`src/rtl/alu_multibyte_seq.sv`:
```
// Multi-precision sequencer: drives an external 8-bit ALU one limb per clock,
// chaining carry/borrow across limbs and accumulating Zero/Sign over the result.
module alu_multibyte_seq #(
    parameter int unsigned NBYTES = 4
) (
    input  logic                Clk,
    input  logic                Rst_n,
    input  logic                Start,
    input  logic [2:0]          OpIn,
    input  logic                CinIn,
    input  logic [8*NBYTES-1:0] OperandA,
    input  logic [8*NBYTES-1:0] OperandB,
    output logic                Busy,
    output logic                Done,
    output logic [8*NBYTES-1:0] Result,
    output logic                CarryOut,
    output logic                Zero,
    output logic                Sign,
    output logic [7:0]          AluA,
    output logic [7:0]          AluB,
    output logic                AluCin,
    output logic [2:0]          AluOp,
    input  logic [7:0]          AluOut,
    input  logic                AluCout,
    input  logic                AluZero,
    input  logic                AluSign
);

    localparam int unsigned W     = 8 * NBYTES;
    localparam int unsigned IDX_W = $clog2(NBYTES);

    localparam logic [2:0] OP_ADD = 3'b011;
    localparam logic [2:0] OP_SUB = 3'b111;

    typedef enum logic [1:0] {
        S_IDLE = 2'd0,
        S_RUN  = 2'd1,
        S_DONE = 2'd2
    } state_t;

    state_t           state;
    state_t           state_next;
    logic [2:0]       op_q;
    logic             cin_q;
    logic [W-1:0]     a_q;
    logic [W-1:0]     b_q;
    logic [IDX_W-1:0] idx;
    logic             carry_reg;
    logic             zero_acc;
    logic             accept;
    logic             last;
    logic             is_arith;

    assign is_arith = (op_q == OP_ADD) || (op_q == OP_SUB);
    assign last     = (idx == IDX_W'(NBYTES - 1));

    // Next-state decode and ALU operand drive for the current limb
    always_comb begin
        state_next = state;
        accept     = 1'b0;
        AluA       = 8'd0;
        AluB       = 8'd0;
        AluCin     = 1'b0;
        AluOp      = 3'd0;
        case (state)
            S_IDLE: begin
                if (Start) begin
                    accept     = 1'b1;
                    state_next = S_RUN;
                end
            end
            S_RUN: begin
                for (int unsigned i = 0; i < NBYTES; i++) begin
                    if (idx == IDX_W'(i)) begin
                        AluA = a_q[i*8 +: 8];
                        AluB = b_q[i*8 +: 8];
                    end
                end
                AluOp = op_q;
                // Re-invert the chained carry for subtract so the ALU's own
                // Cin inversion sees the true borrow state.
                if (!is_arith) begin
                    AluCin = 1'b0;
                end else if (idx == '0) begin
                    AluCin = cin_q;
                end else begin
                    AluCin = carry_reg ^ op_q[2];
                end
                if (last) begin
                    state_next = S_DONE;
                end
            end
            S_DONE: begin
                if (Start) begin
                    accept     = 1'b1;
                    state_next = S_RUN;
                end else begin
                    state_next = S_IDLE;
                end
            end
            default: begin
                state_next = S_IDLE;
            end
        endcase
    end

    // State register with registered Busy/Done status
    always_ff @(posedge Clk or negedge Rst_n) begin
        if (!Rst_n) begin
            state <= S_IDLE;
            Busy  <= 1'b0;
            Done  <= 1'b0;
        end else begin
            state <= state_next;
            Busy  <= (state_next == S_RUN);
            Done  <= (state_next == S_DONE);
        end
    end

    // Operand latch, limb capture and flag accumulation
    always_ff @(posedge Clk or negedge Rst_n) begin
        if (!Rst_n) begin
            op_q      <= 3'd0;
            cin_q     <= 1'b0;
            a_q       <= '0;
            b_q       <= '0;
            idx       <= '0;
            carry_reg <= 1'b0;
            zero_acc  <= 1'b0;
            Result    <= '0;
            CarryOut  <= 1'b0;
            Zero      <= 1'b0;
            Sign      <= 1'b0;
        end else if (accept) begin
            op_q     <= OpIn;
            cin_q    <= CinIn;
            a_q      <= OperandA;
            b_q      <= OperandB;
            idx      <= '0;
            zero_acc <= 1'b1;
        end else if (state == S_RUN) begin
            for (int unsigned i = 0; i < NBYTES; i++) begin
                if (idx == IDX_W'(i)) begin
                    Result[i*8 +: 8] <= AluOut;
                end
            end
            carry_reg <= AluCout;
            zero_acc  <= zero_acc & AluZero;
            if (last) begin
                Sign     <= AluSign;
                Zero     <= zero_acc & AluZero;
                CarryOut <= is_arith ? AluCout : 1'b0;
            end else begin
                idx <= idx + IDX_W'(1);
            end
        end
    end

endmodule

```
`config.mk`:
```
export PLATFORM = sky130hd
export DESIGN_NAME = alu_multibyte_seq
export DESIGN_NICKNAME = d
export VERILOG_FILES = /design/src/rtl/alu_multibyte_seq.sv
export SDC_FILE = /design/constraint.sdc
export NUM_CORES = 1
export LEC_CHECK = 0
export CORE_MARGIN = 1.5
export CORE_UTILIZATION = 52
export DETAILED_ROUTE_END_ITERATION = 12
export PLACE_DENSITY = 0.9
export SLEW_MARGIN = 10
export SYNTH_ARGS = -nofsm -noshare
export SYNTH_HDL_FRONTEND = slang
export SYNTH_SLANG_ARGS = --single-unit
```
`constraint.sdc`:
```
create_clock -name Clk -period 3 [get_ports Clk]
set_input_delay 0.3 -clock Clk [delete_from_list [all_inputs] [get_ports Clk]]
set_output_delay 0.3 -clock Clk [all_outputs]
set_load 0.01 [all_outputs]
```
==> Word level (Yosys, flattened, before mapping) <==
Index checks and enable logic that the tools add are counted.
{ "op_classes": {"add_sub_neg": 1, "n_eq_ne": 10, "bitwise_logic": 3, "n_reduce_logical": 11, "n_mux": 26} }
{ "ops": {"columns": ["op", "count"], "rows": [
  ["8-bit two-way mux", 10],
  ["3-bit AND reduction", 4],
  ["2-bit two-way mux", 5],
  ["1-bit two-way mux", 9],
  ["2-bit equality test, second input constant", 4],
  ["2-bit by 1-bit equality test with 1-bit output, second input constant", 3],
  ["2-bit one-hot mux with 3 select lines", 1],
  ["2-bit zero test", 2],
  ["2-bit AND reduction", 2],
  ["3-bit by 2-bit equality test with 1-bit output, second input constant", 1],
  ["3-bit equality test, second input constant", 1],
  ["3-bit two-way mux", 1],
  ["2-bit by 1-bit adder with 2-bit output, second input constant", 1],
  ["2-bit inequality test, second input constant", 1],
  ["2-bit nonzero test", 1],
  ["2-bit OR reduction", 1],
  ["1-bit AND", 1],
  ["1-bit logical OR", 1],
  ["1-bit inverter", 1],
  ["1-bit XOR", 1]
]} }
{ "totals": {"out_inout_bits": 57, "input_bits": 82, "ff_bits": 111} }

==> Longest topological paths before layout <==
{ "depth": {"ltp_word": 6, "mapped_depth": 7, "ltp_nobuf": 5} }

==> Worst setup path after synthesis <==
OpenSTA, ideal clock, no wires.
{ "synth_timing": {"path_kind": "flip-flop to output port", "startpoint": "register idx[0]", "endpoint": "output AluB[0]", "path_stages_with_launch": 5, "t_arrival_ps": 1553, "path_slack_ps": 1147, "cell_sequence": "dfrtp_1 ha_1 buf_2 buf_1 o41ai_1"} }
{ "synth_via": {"elab_chain_len": 6, "elab_cells_between_ends": 9} }
{ "synth_rtl": {"columns": ["element", "line", "text"], "rows": [
  ["start: declaration", "47", "logic [IDX_W-1:0] idx;"],
  ["start signal: assignment", "154", "idx <= idx + IDX_W'(1);"],
  ["2-bit zero test", "74", "if (idx == IDX_W'(i)) begin"],
  ["8-bit two-way mux (3 in series)", "74", null],
  ["8-bit two-way mux (*)", "74", null],
  ["8-bit two-way mux (*)", "65", "case (state)"],
  ["end: declaration", "20", "output logic [7:0] AluB,"]
]} }
Every way passes the cells marked *; elsewhere a longest branch is shown, timed or not.

==> Worst setup path after layout <==
{ "layout_timing": {"startpoint": "register idx[0]", "endpoint": "output AluB[1]"} }
The elaborated chain is that of the path after synthesis.

==> flow_summary.yaml <==
run_status:
  status: "complete, no violations"
floorplanning:
  ios: 139
  chipWidth_um: 100
  core-area_um2: 9240
  rows: 35
  dieArea_um2: 10100
  start_util: 0.535
  die_h_um: 100
worst_setup_path:
  slowest_delay_ps: 620
  cp-start-kind: "flip-flop"
  end_kind: "output port"
  cp_max_fo: 6
  worstSetupPathType: "reg -> out"
  required_ps: 2700
  critical_path_arrival_ps: 2600
  cp_top_family: "buffers and inverters"
  startpoint: "idx[0]"
  r2r_cells: 4
  path_cells: "inv_1 -> ha_2 -> nor2b_4 -> a221oi_1 -> o41ai_1 -> clkdlybuf4s50_1"
  path_buf_inv: 2
  r2r_setup_slack_ps: 1120
  rr_startpoint: "idx[0]"
  critPathSlowestCell: "clkdlybuf4s50_1"
  r2r_end: "Result[28]"
grt:
  grt_pass1_vias: 4148
  grt_pass1_wl_um: 20300
  grt_max_degree: 69
  grt.total_usage: 0.260
  antenna_found_initial: 0
  grt-ovfl-total: 0
power:
  ir_drop_mv: 0.541
  p_leak_nw: 3.26
  seqPwrFrac: 0.376
  switchingPower_mw: 2.70
  clkPwrFrac: 0.146
  comb_power_share: 0.478
  swShare: 0.378
  p_per_area_nw_per_um2: 1060
  internal-power_mw: 4.43
sta:
  slew_viol_final: 0
  timing.final.crit_share: 0.966
  slew_headroom: 0.443
  hold_viol: 0
  finClkSkew_ps: 7.02
  tns_ps: 0
  period_needed_ps: 2900
  fmax_ghz: 0.345
  finalSetupViolations: 0
  worst_pin_slew_ps: 836
detailed_routing:
  drt_iter0_drc: 170
  drcViolationCount: 0
  postRouteAntennaNets: 0
  drt-wirelength-per-cell_um: 16.7
  routed_via_density: 5.34
  totalWireLength_um: 12500
  firstDrtPassIters: 5
  via_count: 3999
final_layout:
  final_cells: 749
  mostFrequentLayoutCells: "nand2_1, clkdlybuf4s50_1, dfrtp_1"
  synthToLayoutAreaGrowth_pct: 35.4
  drive_gt1_frac: 0.144
  diodes: 0
  finalNetCount: 701
  mostFrequentLayoutCell: "nand2_1"
  reg_top3: "Result x32, a_q x32, b_q x32"
yosys:
  synth_area_um2: 4940
  synth.area.top_cells: "dfrtp_1, nand2_1, mux2_2"
  seq_area_frac_synth: 0.562
  synthCells: 488
  synth_top_cell_by_area: "dfrtp_1"
  synth_cell_types: 30
  synth_area_per_cell_um2: 10.1
  synth_fp_nets: 574
  synth_top_area_frac: 0.562
  ys_ff_latch: 111
  yosysWarningCount: 0
placed_design:
  dp_cells: 733
  dp_hpwl_um: 8860
  gp_congestion: 0.834
  io_buffers: 138
cts:
  cts_sinks: 111
  htreeDepth: 3
  cts_root_buffer: "clkbuf_8"
  cts_made_buffers: 9
  clk_pin_slew_ps: 110
  cts_tree: "done"
  clock_latency_ps: 370
  clockBufferDepth: 2
flow_run:
  cap_violations: 0
hold_path:
  hold_path.class: "in -> async"
[worst reg2reg max path, delay by kind of cell, from the launching register on]
family / cells / cell delay (ps)
fa+ha+maj: 1 / 160
mux: 1 / 410
buf+inv: 1 / 380
flops: 1 / 400
simple gates: 1 / 440
[layout make-up]
| cell class | instances | area [µm²] |
|---|---|---|
| clock inverter | 7 | 111 |
| timing repair buffer | 148 | 1510 |
| fill | 665 | 2550 |
| tap | 129 | 161 |
| sequential | 111 | 2780 |
| multi-input combinational | 340 | 1990 |
| inverter | 5 | 18.8 |
| clock buffer | 9 | 124 |
[power by group through the flow]
stage          combinational (mW)  clock [mW]  sequential, mW
4_1_cts                      3.44        1.06            2.68
3_3_place_gp                 3.30           0            2.67
5_1_grt                      3.69        1.13            2.76
2_1_floorplan                1.93           0            2.70
6_report                     3.41        1.04            2.68
3_5_place_dp                 3.43           0            2.70
[cells by family after synthesis]
| group | Yosys count | share of synthesized area |
|---|---|---|
| flip-flops | 111 | 0.562 |
| multiplexers | 33 | 0.0752 |
| XOR/XNOR | 1 | 0.00177 |
| buffers and inverters | 37 | 0.0375 |
| AO/OA/AOI/OAI | 42 | 0.0942 |
| adder cells (fa/ha/maj) | 4 | 0.0101 |
| AND/OR/NAND/NOR | 260 | 0.219 |
[cell usage after synthesis, drive strengths merged]
master and n:
nand3b 1, buf 19, nor2b 19, and3 1, clkbuf 13, nand3 17
mux2 33, a31o 1, nand2 216, and2 3, dfrtp 111, o21ai 8
nor3 1, a32o 1, o41ai 15, xnor2 1, inv 5, a221oi 15
a211oi 1, nand2b 2, a21oi 1, ha 4
[worst max-delay path by stage]
stage	endpoint	depth (start not counted)
floorplan	AluB[0]	4
global route	AluB[2]	6
detailed placement	AluA[7]	7
CTS	AluA[5]	7
global placement	AluA[7]	7
finish	AluB[1]	6
[through the flow]
step           total power [mW]  area (µm²)  worst slack (ps)  utilization  hold slack (ps)
6_report                   7.13        6690               103        0.724             6.33
5_1_grt                    7.58        6690             -10.8        0.724             49.3
4_1_cts                    7.18        6660              45.4        0.721             29.0
3_5_place_dp               6.13        6430               370        0.696              453
3_3_place_gp               5.97        6430               503        0.696              445
2_1_floorplan              4.62        4940              1150            -             4.41
[layer usage]
layer,share of wire,vias up,global-route usage
met1,0.39,1980,0.316
met5,0,-,0
li1,-,1864,-
met2,0.54,131,0.462
met4,0.024,0,0.0899
met3,0.045,24,0.0513
[timing repair]
item / in CTS / in global routing
endpoints found under the setup margin: 2 / 11
gates resized for setup: 2 / 12
setup buffers: 0 / 0
hold buffers: 0 / 0
Note: power is estimated with default switching activity, not from simulation.
